--- config.mk ---
export PLATFORM = sky130hd
export DESIGN_NAME = pipe_hazard_unit
export DESIGN_NICKNAME = d
export VERILOG_FILES = /design/src/rtl/pipe_hazard_unit_pkg.sv /design/src/rtl/pipe_hazard_unit_port_cmp.sv /design/src/rtl/pipe_hazard_unit.sv
export SDC_FILE = /design/constraint.sdc
export NUM_CORES = 1
export LEC_CHECK = 0
export ABC_CLOCK_PERIOD_IN_PS = 6800
export CAP_MARGIN = 10
export CORE_MARGIN = 1
export CORE_UTILIZATION = 60
export DETAILED_ROUTE_END_ITERATION = 16
export DONT_BUFFER_PORTS = 1
export GPL_ROUTABILITY_DRIVEN = 0
export PLACE_DENSITY = 0.81
export SLEW_MARGIN = 20
export SYNTH_ARGS = -nofsm -noshare
export SYNTH_HDL_FRONTEND = slang
export SYNTH_SLANG_ARGS = --single-unit
--- constraint.sdc ---
create_clock -name clk -period 6.8 [get_ports clk]
set_input_delay 1.36 -clock clk [delete_from_list [all_inputs] [get_ports clk]]
set_output_delay 1.36 -clock clk [all_outputs]
set_load 0.01 [all_outputs]
--- src/rtl/pipe_hazard_unit_pkg.sv ---
// Shared CPU pipeline types: forwarding-select encodings and the per-stage tracking record.
package pipe_hazard_unit_pkg;

  // Widest destination-register field a stage entry can hold (supports up to 64 registers).
  localparam int unsigned RD_MAX_W = 6;

  // EX operand source select.
  typedef enum logic [1:0] {
    FWD_RF    = 2'd0,
    FWD_EXMEM = 2'd1,
    FWD_MEMWB = 2'd2
  } fwd_sel_e;

  // What the hazard unit remembers about the instruction occupying a pipeline stage.
  typedef struct packed {
    logic                valid;
    logic                wr_en;
    logic [RD_MAX_W-1:0] rd;
    logic                is_load;
  } stage_entry_t;

  localparam stage_entry_t STAGE_EMPTY = '{valid: 1'b0, wr_en: 1'b0, rd: '0, is_load: 1'b0};

  // True when the stage entry will write register r.
  function automatic logic writes_reg(input stage_entry_t e, input logic [RD_MAX_W-1:0] r);
    return e.valid && e.wr_en && (e.rd == r);
  endfunction

endpackage

--- src/rtl/pipe_hazard_unit_port_cmp.sv ---
// Per-source-port compare: load-use hazard for the ID operand, forwarding select for the EX operand.
module hazard_port_cmp
  import pipe_hazard_unit_pkg::*;
#(
  parameter int unsigned AW       = 5,
  parameter int unsigned LOAD_LAT = 1
) (
  input  logic [AW-1:0] id_rs_i,
  input  logic          id_rs_used_i,
  input  stage_entry_t  ex_i,
  input  stage_entry_t  mem_i,
  input  stage_entry_t  wb_i,
  input  logic [AW-1:0] ex_rs_i,
  input  logic          ex_rs_used_i,
  output logic          hazard_c_o,
  output fwd_sel_e      fwd_sel_c_o
);

  // With a two-cycle load latency a load sitting in MEM is still too young to forward.
  localparam logic CHECK_MEM = (LOAD_LAT >= 2);

  logic [RD_MAX_W-1:0] id_rs_ext;
  logic [RD_MAX_W-1:0] ex_rs_ext;
  logic                unused_wb_load;

  assign id_rs_ext      = RD_MAX_W'(id_rs_i);
  assign ex_rs_ext      = RD_MAX_W'(ex_rs_i);
  assign unused_wb_load = wb_i.is_load;

  // Load-use hazard: the ID operand waits on a load whose data is not yet forwardable.
  always_comb begin
    hazard_c_o = 1'b0;
    if (id_rs_used_i && (id_rs_i != '0)) begin
      if (writes_reg(ex_i, id_rs_ext) && ex_i.is_load) begin
        hazard_c_o = 1'b1;
      end
      if (CHECK_MEM && writes_reg(mem_i, id_rs_ext) && mem_i.is_load) begin
        hazard_c_o = 1'b1;
      end
    end
  end

  // Forwarding: youngest producer (MEM ALU result) wins over WB; r0 never forwards.
  always_comb begin
    fwd_sel_c_o = FWD_RF;
    if (ex_i.valid && ex_rs_used_i && (ex_rs_i != '0)) begin
      if (writes_reg(mem_i, ex_rs_ext) && !mem_i.is_load) begin
        fwd_sel_c_o = FWD_EXMEM;
      end else if (writes_reg(wb_i, ex_rs_ext)) begin
        fwd_sel_c_o = FWD_MEMWB;
      end
    end
  end

endmodule

--- src/rtl/pipe_hazard_unit.sv ---
// Pipeline hazard unit: load-use stalls, taken-branch flushes, EX operand forwarding.
module pipe_hazard_unit
  import pipe_hazard_unit_pkg::*;
#(
  parameter  int unsigned NREG        = 32,
  parameter  int unsigned NRD         = 2,
  parameter  int unsigned LOAD_LAT    = 1,
  parameter  int unsigned FLUSH_DEPTH = 2,
  parameter  int unsigned CNT_W       = 16,
  localparam int unsigned AW          = $clog2(NREG)
) (
  input  logic                clk,
  input  logic                rst_n,
  input  logic                id_valid,
  input  logic [NRD*AW-1:0]   id_rs,
  input  logic [NRD-1:0]      id_rs_used,
  input  logic                id_wr_en,
  input  logic [AW-1:0]       id_rd,
  input  logic                id_is_load,
  input  logic                ex_br_taken,
  output logic                stall_if,
  output logic                bubble_ex,
  output logic                flush_ifid,
  output logic [2*NRD-1:0]    ex_fwd_sel,
  output logic [CNT_W-1:0]    stall_cnt
);

  localparam int unsigned     FC_W         = 2;
  localparam logic [FC_W-1:0] FLUSH_RELOAD = FC_W'(FLUSH_DEPTH - 1);
  localparam logic [CNT_W-1:0] CNT_MAX     = '1;

  stage_entry_t        ex_q, ex_d;
  stage_entry_t        mem_q;
  stage_entry_t        wb_q;
  logic [NRD*AW-1:0]   ex_rs_q, ex_rs_d;
  logic [NRD-1:0]      ex_rs_used_q, ex_rs_used_d;
  logic [FC_W-1:0]     flush_cnt_q, flush_cnt_d;
  logic [CNT_W-1:0]    stall_cnt_q, stall_cnt_d;

  logic [NRD-1:0]      port_hazard;
  fwd_sel_e            port_fwd [NRD];
  logic                flush_active;
  logic                load_use;

  // One compare slice per source port.
  for (genvar p = 0; p < NRD; p++) begin : g_port
    hazard_port_cmp #(
      .AW       (AW),
      .LOAD_LAT (LOAD_LAT)
    ) u_cmp (
      .id_rs_i      (id_rs[p*AW +: AW]),
      .id_rs_used_i (id_rs_used[p]),
      .ex_i         (ex_q),
      .mem_i        (mem_q),
      .wb_i         (wb_q),
      .ex_rs_i      (ex_rs_q[p*AW +: AW]),
      .ex_rs_used_i (ex_rs_used_q[p]),
      .hazard_c_o   (port_hazard[p]),
      .fwd_sel_c_o  (port_fwd[p])
    );
  end

  // Stall/flush control; a flush overrides a load-use stall, and reset forces everything quiet.
  always_comb begin
    flush_active = ex_br_taken || (flush_cnt_q != '0);
    load_use     = id_valid && (|port_hazard);
    stall_if     = rst_n && load_use && !flush_active;
    flush_ifid   = rst_n && flush_active;
    bubble_ex    = stall_if || flush_ifid;
  end

  // Pack per-port forwarding selects onto the output bus.
  always_comb begin
    ex_fwd_sel = '0;
    for (int unsigned p = 0; p < NRD; p++) begin
      ex_fwd_sel[2*p +: 2] = rst_n ? port_fwd[p] : FWD_RF;
    end
  end

  // Next-state: ID->EX capture, flush countdown, saturating stall counter.
  always_comb begin
    ex_d         = STAGE_EMPTY;
    ex_rs_d      = '0;
    ex_rs_used_d = '0;
    flush_cnt_d  = flush_cnt_q;
    stall_cnt_d  = stall_cnt_q;

    if (id_valid && !bubble_ex) begin
      ex_d.valid   = 1'b1;
      ex_d.wr_en   = id_wr_en;
      ex_d.rd      = RD_MAX_W'(id_rd);
      ex_d.is_load = id_is_load;
      ex_rs_d      = id_rs;
      ex_rs_used_d = id_rs_used;
    end

    if (ex_br_taken) begin
      flush_cnt_d = FLUSH_RELOAD;
    end else if (flush_cnt_q != '0) begin
      flush_cnt_d = flush_cnt_q - FC_W'(1);
    end

    if (stall_if && (stall_cnt_q != CNT_MAX)) begin
      stall_cnt_d = stall_cnt_q + CNT_W'(1);
    end
  end

  // State advances on the falling edge together with the pipeline registers.
  always_ff @(negedge clk or negedge rst_n) begin
    if (!rst_n) begin
      ex_q         <= STAGE_EMPTY;
      mem_q        <= STAGE_EMPTY;
      wb_q         <= STAGE_EMPTY;
      ex_rs_q      <= '0;
      ex_rs_used_q <= '0;
      flush_cnt_q  <= '0;
      stall_cnt_q  <= '0;
    end else begin
      ex_q         <= ex_d;
      mem_q        <= ex_q;
      wb_q         <= mem_q;
      ex_rs_q      <= ex_rs_d;
      ex_rs_used_q <= ex_rs_used_d;
      flush_cnt_q  <= flush_cnt_d;
      stall_cnt_q  <= stall_cnt_d;
    end
  end

  assign stall_cnt = stall_cnt_q;

endmodule

==> results of run 1 <==
## registers in the layout (all words and copies together), names as in the netlist
| register | count |
|---|---|
| ex_rs_q | 10 |
| stall_cnt | 16 |
| ex_rs_used_q | 2 |
| ex_q | 8 |
| mem_q | 8 |
| flush_cnt_q | 2 |
| wb_q | 7 |
## logic make-up after synthesis
logic type	count (synthesis)
DFF	53
AOI/OAI and AO/OA	8
buffers and inverters	12
adders and majority gates	2
muxes	1
and+or+nand+nor	95
xor gates and xnor gates	42
## Yosys cell counts (all sizes together)
cell / n
xnor2: 18
nand2: 8
and3: 6
clkbuf: 1
nand3: 9
nor4b: 1
buf: 3
o41ai: 1
and2: 19
inv: 8
a21oi: 3
or3: 3
o311a: 2
ha: 2
nor3: 9
o32ai: 1
nand2b: 8
nor2: 10
nand4: 11
dfrtn: 53
a41oi: 1
xor2: 24
nor4: 8
mux2: 1
or4: 3
## worst max-delay path, stage by stage, from the launching register on
cell and delay (ns):
dfrtn_1 0.37, inv_2 0.08, ha_4 0.15, nand2b_1 0.08, or3_4 0.45, nor4_4 0.31
a41oi_2 0.10, nand2_2 0.13
## what timing repair did
action	in CTS	in global routing
hold buffers	0	0
hold endpoints to repair	0	0
buffers inserted	0	2
pin swaps	2	6
gates resized for setup	7	6
endpoints found under the setup margin	2	2
## power by group
group	internal, mW	switching, mW	total [mW]
Sequential	0.339	0.0193	0.358
Clock	0.0921	0.0967	0.189
Combinational	0.0381	0.0409	0.0791
## per-layer routing
layer | vias up | routed length [µm] | part of all wire [%]
li1 | 742 | - | -
met1 | 818 | 2040 | 41
met2 | 54 | 2510 | 51
met3 | 8 | 303 | 6.1
met4 | 0 | 79 | 1.6
met5 | - | 0 | 0
## cell type report
type	instances	share of cell area, %
inverters	8	1.12
clock inverters	1	0.186
well taps	48	2.23
repair buffers	5	1.86
flip-flops and latches	53	49.3
clock buffers	7	3.58
multi-input cells	148	41.7
## stage by stage
step	worst slack, ns	total power [mW]
5_1_grt	-0.0212	0.651
4_1_cts	0.00855	0.627
2_1_floorplan	0.156	0.414
3_3_place_gp	0.141	0.424
6_report	0.0664	0.626
3_5_place_dp	0.0382	0.430
## worst paths after layout
path / depth (start not counted) / slack [ns] / endpoint / startpoint
max: 7 / 0.07 / bubble_ex / flush_cnt_q[0]$_DFFE_NN0P_
min: 0 / 0.32 / wb_q[8]$_DFF_NN0_ / mem_q[8]$_DFF_NN0_
max reg2reg: 11 / 4.05 / stall_cnt[14]$_DFFE_NN0P_ / flush_cnt_q[0]$_DFFE_NN0P_
min reg2reg: 0 / 0.32 / wb_q[8]$_DFF_NN0_ / mem_q[8]$_DFF_NN0_
max in group asynchronous: 0 / 2.64 / wb_q[2]$_DFF_NN0_ / rst_n
min in group asynchronous: 0 / 4.03 / wb_q[1]$_DFF_NN0_ / rst_n
==> impl_metrics.json, run 1 <==
{
  "synth_mux_area_share_pct": 0.461,
  "start_util_pct": 64.8,
  "grt_pass1_vias": 1641,
  "cts_tree": "built",
  "grt_pass1_wl_um": 7810,
  "use_met2_pct": 41.1,
  "multi_input_area_um2": 1120,
  "clk_latency_ns": 0.30,
  "busiest_layer": "met2",
  "final_design_area_no_fill_um2": 2690,
  "relSlewSlack_pct": 61.9,
  "synthTopCellsByArea": "dfrtn_1 54%, xor2_1 8.6%, xnor2_1 6.5%",
  "fp.coreArea_um2": 3770,
  "yosysTopAreaCell": "dfrtn_1",
  "synth.ff_latch_count": 53,
  "clk_path_buf_depth": 2,
  "drtIter0Drc": 110,
  "fin_cells": 270,
  "cts.reportedPaths.clkPinSlew_ns": 0.06,
  "nets": 246,
  "synth.cell_area_um2": 2440,
  "clock_skew_ns": 0.00269,
  "syn_area_per_cell_um2": 11.5,
  "setup_viol": 0,
  "synthCells": 213,
  "cp-end-kind": "output pin",
  "dpl.hpwl_um": 3560,
  "n_antenna_cell": 0,
  "drt_first_pass_iters": 4,
  "grt_util_all_layers_pct": 24.8,
  "synth-compound-area-share_pct": 3.12,
  "tightestPinTransition_ns": 0.567,
  "p_per_area_nw_per_um2": 233,
  "drv_cap": 0,
  "final_core_util_pct": 71.3,
  "layout_common_cells": "53 x dfrtn_1, 24 x xor2_1, 19 x and2_1",
  "yosysUniqueCellTypes": 29,
  "layout_commonest_cell": "dfrtn_1",
  "peakVddDrop_v": 0.000166,
  "ios": 46,
  "fillers": 257,
  "htree_levels": 2,
  "wl_per_cell_um": 18.2,
  "dp_cells": 260,
  "hold_violations": 0,
  "io_buffers": 0,
  "cp.required_ns": 5.44,
  "crit_path_start_kind": "flop",
  "whs_ns": 0.320,
  "crit_type": "reg2out",
  "clock-root-buffer": "clkbuf_8",
  "dieArea_um2": 4330,
  "area_delta_synth_final_pct": 10.1,
  "die_y_um": 65.8,
  "yosys.area_share.adder_pct": 1.02,
  "cts-buffers-inserted": 5,
  "drive_above_1_share_pct": 14.4,
  "fin_tns_setup_ns": 0,
  "dpl_cell_area_um2": 2510,
  "yosysWarnings": 0,
  "die_width_um": 65.8,
  "synth_simple_gate_area_share_pct": 23.5,
  "globalRouteOverflowTotal": 0,
  "worst_ep_arrival_time_ns": 5.37,
  "via_per_inst": 6.01,
  "seq_area_um2": 1330,
  "met3_usage_pct": 6.03,
  "leakagePower_nw": 1.29,
  "syn_nets": 238,
  "synth_top_area_share_pct": 54.3,
  "routed_wl_um": 4930,
  "ant_nets": 0,
  "rows": 22,
  "met1_usage_pct": 31.8,
  "synth_xor_area_share_pct": 15.1,
  "grt_antenna_before_repair": 0,
  "drc": 0,
  "vias": 1622,
  "ys_seq_area_share_pct": 54.3,
  "synth_top_family_by_area": "simple AND/OR/NAND/NOR gates",
  "path_max_fanout": 5,
  "grt_max_degree": 59,
  "cts.sinks": 53,
  "status": "complete, no violations",
  "drv_slew": 0,
  "min_path_type": "reg2reg"
}
Note: power is estimated with default switching activity, not from simulation.
==> run 2: changes to the inputs <==
- CORE_MARGIN: 1 -> 10
==> run 2 against run 1 <==
- cell count rose by 0.37%
- hold slack improved by 0.0053 ns
- routed wire length rose by 1.3%
- sequential share of layout area rose by 0.96 points
- via count fell by 0.99%
- sequential cell count did not move
- die area rose by 62%
- global-route usage fell by 10 points
- critical path depth fell by 1
- critical path type unchanged
- largest cell class unchanged
==> impl_metrics.json, run 2 (same netlist as run 1, synthesis figures left out) <==
{
  "status": "complete, no violations",
  "clock-root-buffer": "clkbuf_8",
  "dpl_cell_area_um2": 2500,
  "ant_nets": 0,
  "drc": 0,
  "power_mw": 0.611,
  "rsz0062_at_grt": "yes",
  "hold_violations": 0,
  "vias": 1606,
  "n_antenna_cell": 0,
  "cp-end-kind": "output pin",
  "layout_common_cells": "53 x dfrtn_1, 24 x xor2_1, 19 x and2_1",
  "peakVddDrop_v": 0.000192,
  "worst-path-stages": 6,
  "drv_slew": 0,
  "dieArea_um2": 7020,
  "crit_type": "reg2out",
  "globalRouteOverflowTotal": 0,
  "worstRegToRegCells": 9,
  "area_delta_synth_final_pct": 7.99,
  "clk_path_buf_depth": 2,
  "min_path_type": "reg2reg",
  "layout_commonest_cell": "dfrtn_1",
  "leakagePower_nw": 1.28,
  "drive_above_1_share_pct": 12.7,
  "grt_util_all_layers_pct": 14.4,
  "grt_pass1_vias": 1677,
  "cts.sinks": 53,
  "p_per_area_nw_per_um2": 231,
  "io_buffers": 0,
  "fillers": 298,
  "slowest_stage": "or4_4",
  "cts_tree": "built",
  "drv_cap": 0,
  "clk_latency_ns": 0.31,
  "critical-path-top-delay-family": "simple AND/OR/NAND/NOR gates",
  "fp.coreArea_um2": 3970,
  "cts.reportedPaths.clkPinSlew_ns": 0.07,
  "wl_per_cell_um": 18.4,
  "rows": 23,
  "start_util_pct": 61.5,
  "routed_wl_um": 4990,
  "grt_max_degree": 59,
  "die_width_um": 83.8,
  "die_y_um": 83.8,
  "grt_pass1_wl_um": 8330,
  "setup_viol": 0,
  "final_design_area_no_fill_um2": 2640,
  "nets": 245,
  "largest_reg_flops": 16,
  "cp.required_ns": 5.44,
  "drtIter0Drc": 163,
  "critPathBufInv": 1,
  "relSlewSlack_pct": 61.7,
  "ios": 46,
  "final_core_util_pct": 66.4,
  "htree_levels": 2,
  "tightestPinTransition_ns": 0.569,
  "worst_ep_arrival_time_ns": 5.36,
  "drt_first_pass_iters": 4,
  "grt_antenna_before_repair": 0,
  "path_max_fanout": 6,
  "crit_path_start_kind": "flop",
  "via_per_inst": 5.93,
  "worstPathCellList": "inv_1 > ha_1 > nand2b_1 > or3_4 > or4_4 > o41ai_4",
  "clock_skew_ns": 0.00736,
  "cp_slowest_stage_delay_ns": 0.52,
  "worstHoldPathCells": 0,
  "hold_buffers": 0,
  "cts-buffers-inserted": 5,
  "dpl.hpwl_um": 3790
}
-- run 2: cell types whose count changed in the layout (fill, tap and decap cells not counted), moves of 2 or more --
cell      delta
inv_2        -2
inv_1        +2
clkinv_4     +2
clkbuf_8     -2
-- run 2: worst register-to-register path: stages (launching register included) --
cell and delay [ns]:
dfrtn_1 0.36, inv_1 0.06, ha_1 0.16, nand2b_1 0.07, or3_4 0.40, nor4_2 0.35, o32ai_2 0.13, buf_4 0.19
nor4_1 0.32, xor2_1 0.11
-- run 2: final timing paths --
path,from,end,slack (ns)
max,flush_cnt_q[0]$_DFFE_NN0P_,stall_if,0.08
min reg2reg,ex_q[0]$_DFF_NN0_,mem_q[0]$_DFF_NN0_,0.33
min,ex_q[0]$_DFF_NN0_,mem_q[0]$_DFF_NN0_,0.33
max reg2reg,flush_cnt_q[0]$_DFFE_NN0P_,stall_cnt[11]$_DFFE_NN0P_,4.47
min in group asynchronous,rst_n,flush_cnt_q[0]$_DFFE_NN0P_,4.03
max in group asynchronous,rst_n,ex_q[7]$_DFF_NN0_,2.64
-- run 2: layer usage --
metal | GRT usage, % | vias up | wire length (µm) | part of all wire, %
met5 | 0 | - | 0 | 0
met4 | 6.54 | 0 | 141 | 2.8
met3 | 3.22 | 12 | 226 | 4.5
met2 | 24.1 | 53 | 2560 | 51
met1 | 17.0 | 795 | 2060 | 41
li1 | - | 746 | - | -
-- run 2: stage by stage --
stage          setup TNS, ns  worst slack [ns]  hold WS, ns  instances
6_report                   0            0.0773        0.326        271
5_1_grt             -0.00205          -0.00205        0.343        271
4_1_cts                    0            0.0401        0.328        271
3_5_place_dp               0             0.128        0.326        262
3_3_place_gp               0             0.153        0.319        262
2_1_floorplan              0             0.156        0.313        213
-- run 2: area by class of cell --
type / count / area (µm²) / area share, %
repair buffers: 4 / 30.0 / 1.14
clock inverters: 3 / 26.3 / 0.996
clock buffers: 5 / 68.8 / 2.61
flip-flops and latches: 53 / 1330 / 50.3
multi-input cells: 148 / 1090 / 41.5
well taps: 50 / 62.6 / 2.37
inverters: 8 / 30.0 / 1.14
-- run 2: report_power, final --
group	internal [mW]	switching [mW]
clock	0.0752	0.107
combinational	0.0348	0.0363
sequential	0.339	0.0179
-- run 2: what timing repair did --
item	4_1_cts	5_1_grt
endpoints found under the setup margin	2	1
pin swaps	1	0
setup buffers	1	0
resized for setup	4	3
